$ cat src/rtl/mul_div_unit.sv
`default_nettype none
// ============================================================================
// Module   : mul_div_unit
// Brief    : Iterative RV64M multiply/divide (radix-2 shift-add, restoring div)
// Revision : 1.0 - initial release
// ============================================================================
module mul_div_unit #(
  parameter int DATA_WIDTH    = 64,
  parameter int WORD_WIDTH    = 32,
  parameter int CONTROL_WIDTH = 4
) (
  input  logic                     i_clk,
  input  logic                     i_rst,
  input  logic                     i_valid,
  output logic                     o_ready,
  input  logic                     i_flush,
  input  logic [CONTROL_WIDTH-1:0] i_op,
  input  logic [DATA_WIDTH-1:0]    i_src_1,
  input  logic [DATA_WIDTH-1:0]    i_src_2,
  output logic                     o_busy,
  output logic                     o_done,
  output logic [DATA_WIDTH-1:0]    o_result
);

  localparam int c_DW = DATA_WIDTH;
  localparam int c_WW = WORD_WIDTH;
  localparam int c_CW = $clog2(DATA_WIDTH);

  localparam logic [CONTROL_WIDTH-1:0] c_OP_MUL    = CONTROL_WIDTH'(0);
  localparam logic [CONTROL_WIDTH-1:0] c_OP_MULH   = CONTROL_WIDTH'(1);
  localparam logic [CONTROL_WIDTH-1:0] c_OP_MULHSU = CONTROL_WIDTH'(2);
  localparam logic [CONTROL_WIDTH-1:0] c_OP_MULHU  = CONTROL_WIDTH'(3);
  localparam logic [CONTROL_WIDTH-1:0] c_OP_DIV    = CONTROL_WIDTH'(4);
  localparam logic [CONTROL_WIDTH-1:0] c_OP_DIVU   = CONTROL_WIDTH'(5);
  localparam logic [CONTROL_WIDTH-1:0] c_OP_REM    = CONTROL_WIDTH'(6);
  localparam logic [CONTROL_WIDTH-1:0] c_OP_REMU   = CONTROL_WIDTH'(7);
  localparam logic [CONTROL_WIDTH-1:0] c_OP_MULW   = CONTROL_WIDTH'(8);
  localparam logic [CONTROL_WIDTH-1:0] c_OP_DIVW   = CONTROL_WIDTH'(9);
  localparam logic [CONTROL_WIDTH-1:0] c_OP_DIVUW  = CONTROL_WIDTH'(10);
  localparam logic [CONTROL_WIDTH-1:0] c_OP_REMW   = CONTROL_WIDTH'(11);
  localparam logic [CONTROL_WIDTH-1:0] c_OP_REMUW  = CONTROL_WIDTH'(12);

  typedef enum logic [1:0] {
    S_IDLE = 2'd0,
    S_CALC = 2'd1,
    S_FIX  = 2'd2,
    S_DONE = 2'd3
  } state_t;

  state_t              r_state;
  logic [2*c_DW-1:0]   r_p;
  logic [c_DW-1:0]     r_m;
  logic [c_CW-1:0]     r_cnt;
  logic                r_is_w, r_is_div, r_is_rem, r_is_hi, r_neg;
  logic [c_DW-1:0]     r_result;

  logic                w_is_w, w_is_div, w_is_rem, w_is_hi, w_rsvd;
  logic                w_a_signed, w_b_signed, w_a_neg, w_b_neg;
  logic [c_DW-1:0]     w_a_sx, w_b_sx, w_a_ext, w_b_ext, w_a_mag, w_b_mag, w_min;
  logic                w_div0, w_ovf, w_special;
  logic [c_DW-1:0]     w_special_res;
  logic [2*c_DW-1:0]   w_p_init, w_mul_next, w_div_next, w_full;
  logic [c_DW:0]       w_sum, w_rs, w_diff;
  logic                w_ge;
  logic [c_WW-1:0]     w_lo_w;
  logic [c_DW-1:0]     w_div_val, w_div_sv, w_fix_res;

  assign w_is_w   = i_op inside {c_OP_MULW, c_OP_DIVW, c_OP_DIVUW, c_OP_REMW, c_OP_REMUW};
  assign w_is_div = i_op inside {c_OP_DIV, c_OP_DIVU, c_OP_REM, c_OP_REMU,
                                 c_OP_DIVW, c_OP_DIVUW, c_OP_REMW, c_OP_REMUW};
  assign w_is_rem = i_op inside {c_OP_REM, c_OP_REMU, c_OP_REMW, c_OP_REMUW};
  assign w_is_hi  = i_op inside {c_OP_MULH, c_OP_MULHSU, c_OP_MULHU};
  assign w_rsvd   = i_op > c_OP_REMUW;
  assign w_a_signed = !(i_op inside {c_OP_MULHU, c_OP_DIVU, c_OP_REMU, c_OP_DIVUW, c_OP_REMUW});
  assign w_b_signed = w_a_signed && (i_op != c_OP_MULHSU);

  // *W ops see only the low word; sx is the architectural sign-extended view
  assign w_a_sx  = w_is_w ? {{(c_DW-c_WW){i_src_1[c_WW-1]}}, i_src_1[c_WW-1:0]} : i_src_1;
  assign w_b_sx  = w_is_w ? {{(c_DW-c_WW){i_src_2[c_WW-1]}}, i_src_2[c_WW-1:0]} : i_src_2;
  assign w_a_ext = (w_is_w && !w_a_signed) ? {{(c_DW-c_WW){1'b0}}, i_src_1[c_WW-1:0]} : w_a_sx;
  assign w_b_ext = (w_is_w && !w_b_signed) ? {{(c_DW-c_WW){1'b0}}, i_src_2[c_WW-1:0]} : w_b_sx;
  assign w_a_neg = w_a_signed & w_a_ext[c_DW-1];
  assign w_b_neg = w_b_signed & w_b_ext[c_DW-1];
  assign w_a_mag = w_a_neg ? -w_a_ext : w_a_ext;
  assign w_b_mag = w_b_neg ? -w_b_ext : w_b_ext;

  assign w_min = w_is_w ? {{(c_DW-c_WW+1){1'b1}}, {(c_WW-1){1'b0}}}
                        : {1'b1, {(c_DW-1){1'b0}}};
  assign w_div0    = w_is_div && (w_b_ext == '0);
  assign w_ovf     = w_is_div && w_a_signed && (w_a_ext == w_min) && (w_b_ext == '1);
  assign w_special = w_rsvd || w_div0 || w_ovf;

  always_comb begin
    w_special_res = '0;
    if (w_div0)
      w_special_res = w_is_rem ? w_a_sx : '1;
    else if (w_ovf)
      w_special_res = w_is_rem ? '0 : w_a_sx;
  end

  // Divide keeps the dividend in the low half, shifting into the remainder above it
  always_comb begin
    w_p_init = {{c_DW{1'b0}}, w_b_mag};
    if (w_is_div)
      w_p_init = w_is_w ? {{c_DW{1'b0}}, w_a_mag[c_WW-1:0], {(c_DW-c_WW){1'b0}}}
                        : {{c_DW{1'b0}}, w_a_mag};
  end

  always_comb begin
    w_sum      = {1'b0, r_p[2*c_DW-1:c_DW]} + (r_p[0] ? {1'b0, r_m} : '0);
    w_mul_next = {w_sum, r_p[c_DW-1:1]};
    w_rs       = {r_p[2*c_DW-1:c_DW], r_p[c_DW-1]};
    w_diff     = w_rs - {1'b0, r_m};
    w_ge       = !w_diff[c_DW];
    w_div_next = {(w_ge ? w_diff[c_DW-1:0] : w_rs[c_DW-1:0]), r_p[c_DW-2:0], w_ge};
  end

  // After 32 multiply steps the word product sits in r_p[63:32]
  always_comb begin
    w_full    = r_neg ? -r_p : r_p;
    w_lo_w    = r_neg ? -r_p[c_DW-1:c_DW-c_WW] : r_p[c_DW-1:c_DW-c_WW];
    w_div_val = r_is_rem ? r_p[2*c_DW-1:c_DW] : r_p[c_DW-1:0];
    w_div_sv  = r_neg ? -w_div_val : w_div_val;
    if (r_is_div)
      w_fix_res = r_is_w ? {{(c_DW-c_WW){w_div_sv[c_WW-1]}}, w_div_sv[c_WW-1:0]} : w_div_sv;
    else if (r_is_w)
      w_fix_res = {{(c_DW-c_WW){w_lo_w[c_WW-1]}}, w_lo_w};
    else
      w_fix_res = r_is_hi ? w_full[2*c_DW-1:c_DW] : w_full[c_DW-1:0];
  end

  always_ff @(posedge i_clk) begin
    if (i_rst) begin
      r_state  <= S_IDLE;
      r_result <= '0;
      r_p      <= '0;
      r_m      <= '0;
      r_cnt    <= '0;
      r_is_w   <= 1'b0;
      r_is_div <= 1'b0;
      r_is_rem <= 1'b0;
      r_is_hi  <= 1'b0;
      r_neg    <= 1'b0;
    end else if (i_flush) begin
      r_state <= S_IDLE;
    end else begin
      case (r_state)
        S_IDLE: begin
          if (i_valid) begin
            r_is_w   <= w_is_w;
            r_is_div <= w_is_div;
            r_is_rem <= w_is_rem;
            r_is_hi  <= w_is_hi;
            r_neg    <= w_is_rem ? w_a_neg : (w_a_neg ^ w_b_neg);
            r_m      <= w_is_div ? w_b_mag : w_a_mag;
            r_p      <= w_p_init;
            r_cnt    <= w_is_w ? c_CW'(c_WW-1) : c_CW'(c_DW-1);
            if (w_special) begin
              r_result <= w_special_res;
              r_state  <= S_DONE;
            end else begin
              r_state  <= S_CALC;
            end
          end
        end
        S_CALC: begin
          r_p <= r_is_div ? w_div_next : w_mul_next;
          if (r_cnt == '0)
            r_state <= S_FIX;
          else
            r_cnt <= r_cnt - 1'b1;
        end
        S_FIX: begin
          r_result <= w_fix_res;
          r_state  <= S_DONE;
        end
        default: r_state <= S_IDLE;
      endcase
    end
  end

  assign o_ready  = (r_state == S_IDLE) && !i_rst;
  assign o_busy   = (r_state != S_IDLE);
  assign o_done   = (r_state == S_DONE);
  assign o_result = r_result;

endmodule
`default_nettype wire

$ cat config.mk
export PLATFORM = sky130hd
export DESIGN_NAME = mul_div_unit
export DESIGN_NICKNAME = d
export VERILOG_FILES = /design/src/rtl/mul_div_unit.sv
export SDC_FILE = /design/constraint.sdc
export NUM_CORES = 2
export LEC_CHECK = 0
export CAP_MARGIN = 10
export CELL_PAD_IN_SITES_DETAIL_PLACEMENT = 1
export CELL_PAD_IN_SITES_GLOBAL_PLACEMENT = 2
export CORE_AREA = 5 5 309 311
export CTS_BUF_LIST = sky130_fd_sc_hd__clkbuf_4
export DETAILED_ROUTE_END_ITERATION = 7
export DIE_AREA = 0 0 314 316
export HOLD_SLACK_MARGIN = 0.12
export PLACE_DENSITY = 0.92
export SLEW_MARGIN = 20
export SYNTH_ARGS = -nofsm -noshare
export SYNTH_HDL_FRONTEND = slang
export SYNTH_SLANG_ARGS = --single-unit
$ cat constraint.sdc
create_clock -name i_clk -period 12.7 [get_ports i_clk]
set_input_delay 2.54 -clock i_clk [delete_from_list [all_inputs] [get_ports i_clk]]
set_output_delay 2.54 -clock i_clk [all_outputs]
set_load 0.02 [all_outputs]
==> impl_metrics.py <==
metrics = {
    "sta": {
        "tns_ps": 0,
        "worstMarginPinSlew_ps": 1370,
        "drv_slew": 0,
        "slew_headroom_pct": 7.77,
        "period_share_pct": 57.5,
        "fmax_mhz": 137,
        "clock_skew_ps": 118,
        "rsz0062_at_grt": "false",
        "hold_viol": 0,
        "setup_violations": 0,
        "setup_ws_ps": 5400,
        "min_period_ps": 7300,
    },
    "yosys": {
        "synth_seq_cells": 269,
        "syn_avg_cell_area_um2": 6.67,
        "synthTopCellsByArea": "dfxtp_1 15%, a21oi_1 6.6%, nor2_1 6.5%, nand2_1 6.5%, xnor2_1 5.1%",
        "ys_async_sr_fraction_pct": 0,
        "ys_seq_area_share_pct": 15.5,
        "ys_warn_count": 0,
        "syn_nets": 5503,
        "synth_area_leader_cell": "dfxtp_1",
        "ys.flop_type": "dfxtp_1",
        "syn_inst": 5224,
        "synth_edf_count": 0,
        "synth_top_cell_area_share_pct": 15.5,
        "synth.distinct_cells": 109,
        "synth_area_mm2": 0.0348,
    },
    "cts": {
        "worstSkewPairLatency_ps": 990,
        "cts_resized": 0,
        "cts_setup_buffers": 0,
        "cts_sinks": 269,
        "clk_path_buf_depth": 3,
        "clkTransAtPathRegs_ps": 60,
        "cts_root_buf": "clkbuf_4",
        "cts_hold_buf": 0,
        "cts_tree": "built",
        "numCtsBuffers": 83,
        "htreeDepth": 3,
    },
    "placed_design": {
        "port_buffers": 202,
        "place.gp.congestion": 1.12,
        "pre_cts_ws_ps": 4560,
        "dp_hpwl_mm": 160,
    },
    "routing": {
        "vias_per_cell": 6.82,
        "drc": 0,
        "final_antenna_net_count": 0,
        "wirelength_mm": 206,
        "routedWlPerCell_um": 31.9,
        "drtIter0Drc": 5380,
        "vias": 43900,
        "dr.pass1.iters": 8,
    },
    "global_route": {
        "antenna_found_initial": 30,
        "gr-usage-all-layers_pct": 39.4,
        "met3_usage_pct": 12.7,
        "grt_max_degree": 82,
        "met2_usage_pct": 59.6,
        "top_usage_layer": "met2",
        "grt_pass1_wl_mm": 294,
        "grt_pass1_vias": 42400,
        "grt_util_met1_pct": 47.5,
        "grt_overflow_total": 0,
    },
    "worst_setup_path": {
        "crit_start": "i_op[2]",
        "crit_path_start_kind": "input port",
        "crit_fanout": 81,
        "crit_required_ps": 13530,
        "crit_end": "o_result[24]$_SDFFE_PP0P_",
        "end_kind": "flip-flop",
        "cp.arrival_ps": 8120,
        "r2r_cells": 18,
        "reg2reg_to": "r_p[95]$_SDFFE_PP0P_",
        "path_class": "input port to flip-flop",
        "reg2reg_from": "r_p[63]$_SDFFE_PP0P_",
        "reg2reg_slack_ps": 6540,
    },
    "flow_run": {
        "maxCapViolations": 0,
    },
    "power_and_ir_drop": {
        "irDropWorstVdd_mv": 0.0729,
        "leakage_uw": 0.0147,
        "clkPwrFrac_pct": 24.7,
        "p_switching_uw": 1850,
        "power.share.combinational_pct": 49.3,
        "power-per-cell-area_mw_per_mm2": 96.6,
        "seqPwrFrac_pct": 26.0,
        "swShare_pct": 49.5,
        "total_power_uw": 3730,
        "intPower_uw": 1880,
    },
    "finish": {
        "area_growth_pct": 10.9,
        "fill_cells": 12000,
        "final_common_cell": "nand2_1",
        "final_cell_mix": "603 x nand2_1, 598 x nor2_1, 461 x a21oi_1, 345 x o21ai_0, 265 x dfxtp_1",
        "finish.utilization_pct": 41.8,
        "fin_nets": 5449,
        "drive_gt1_share_pct": 7.18,
    },
    "floorplanning": {
        "die_y_um": 316,
        "rows": 112,
        "die_area_mm2": 0.0992,
        "die_w_um": 314,
        "coreArea_mm2": 0.0925,
        "ios": 203,
        "start_util_pct": 37.7,
    },
    "outcome": {
        "status": "complete, no violations",
    },
    "worst_hold_path": {
        "hp-class": "flip-flop to flip-flop",
    },
}
cell usage after synthesis (all sizes together), types with 47 or more instances:
library cell,instances
clkbuf,381
buf,81
xor2,174
a31oi,61
nand3,135
nor2,608
a211oi,57
a21o,75
xnor2,202
dfxtp,269
nor4,68
nand2,606
or3,68
ha,141
mux2i,145
o22ai,60
a21oi,462
o211ai,111
nand4,71
o31ai,78
o221ai,47
o21ai,361
nor3,193
inv,135
area by class of cell:
| type | instances | area (um2) | area share, % |
|---|---|---|---|
| clock buffers | 119 | 893 | 2.31 |
| clock inverters | 31 | 149 | 0.385 |
| well taps | 1197 | 1500 | 3.88 |
| repair buffers | 323 | 2930 | 7.58 |
| multi-input cells | 4356 | 27200 | 70.5 |
| flip-flops and latches | 269 | 5400 | 14.0 |
| diodes | 13 | 32.5 | 0.0842 |
| inverters | 137 | 514 | 1.33 |
logic make-up (layout without fill, tap and decap cells):
| logic type | count (synthesis) | in the layout | synth area share [%] |
|---|---|---|---|
| AOI/OAI and AO/OA | 1647 | 1647 | 30.7 |
| xor gates and xnor gates | 376 | 376 | 9.45 |
| adders and majority gates | 143 | 143 | 5.18 |
| buffers and inverters | 599 | 610 | 6.73 |
| DFF | 269 | 269 | 15.5 |
| muxes | 171 | 171 | 5.04 |
| other | 0 | 13 | 0 |
| and+or+nand+nor | 2019 | 2019 | 27.4 |
sequential cells by signal, summed over array words and instances, names as in the netlist, 2 cells and up:
name / flops
r_cnt: 6
r_p: 128
r_m: 64
o_result: 64
r_state: 2
how the worst min path moves through the flow:
| stage | startpoint | endpoint | slack, ps | cells past startpoint |
|---|---|---|---|---|
| 3_5_place_dp | r_m[13]$_SDFFE_PP0P_ | r_m[13]$_SDFFE_PP0P_ | 450 | 2 |
| 2_1_floorplan | r_m[53]$_SDFFE_PP0P_ | r_m[53]$_SDFFE_PP0P_ | 430 | 2 |
| 6_report | r_m[13]$_SDFFE_PP0P_ | r_m[13]$_SDFFE_PP0P_ | 450 | 2 |
| 3_3_place_gp | r_m[12]$_SDFFE_PP0P_ | r_m[12]$_SDFFE_PP0P_ | 440 | 2 |
| 4_1_cts | r_m[13]$_SDFFE_PP0P_ | r_m[13]$_SDFFE_PP0P_ | 450 | 2 |
| 5_1_grt | r_m[15]$_SDFFE_PP0P_ | r_m[15]$_SDFFE_PP0P_ | 460 | 2 |
metal layers:
layer  vias to the layer above  part of all wire [%]
met5                         -                 0.098
met3                       859                    12
met1                     21400                    38
met2                      2583                    42
met4                        36                   8.5
li1                      19000                     -
worst max-delay path, stage by stage:
cell and delay (ps):
clkdlybuf4s50_1 1010, o21ai_1 410, a2111oi_0 630, nand2_1 200, a2111oi_4 590, nand4_1 540
a31oi_1 330, a21oi_1 110, nor2_4 550, buf_4 740, o211ai_1 220, o21ai_0 150
nor2_1 60
power by group through the flow:
| stage | Sequential, uW | Clock [uW] | Combinational [uW] |
|---|---|---|---|
| after detailed placement | 983 | 0 | 1740 |
| after global placement | 981 | 0 | 1720 |
| after floorplan | 937 | 0 | 1080 |
| final | 972 | 921 | 1840 |
| after global routing | 971 | 973 | 1900 |
| after CTS | 964 | 930 | 1750 |
metrics by stage:
stage               instance area, um2  hold slack, ps  instances
detailed placement               37600             446       6281
global route                     38600             463       6436
CTS                              38600             453       6431
finish                           38600             448       6445
floorplan                        34800             425       5224
global placement                 37500             439       6281
Note: power is estimated with default switching activity, not from simulation.
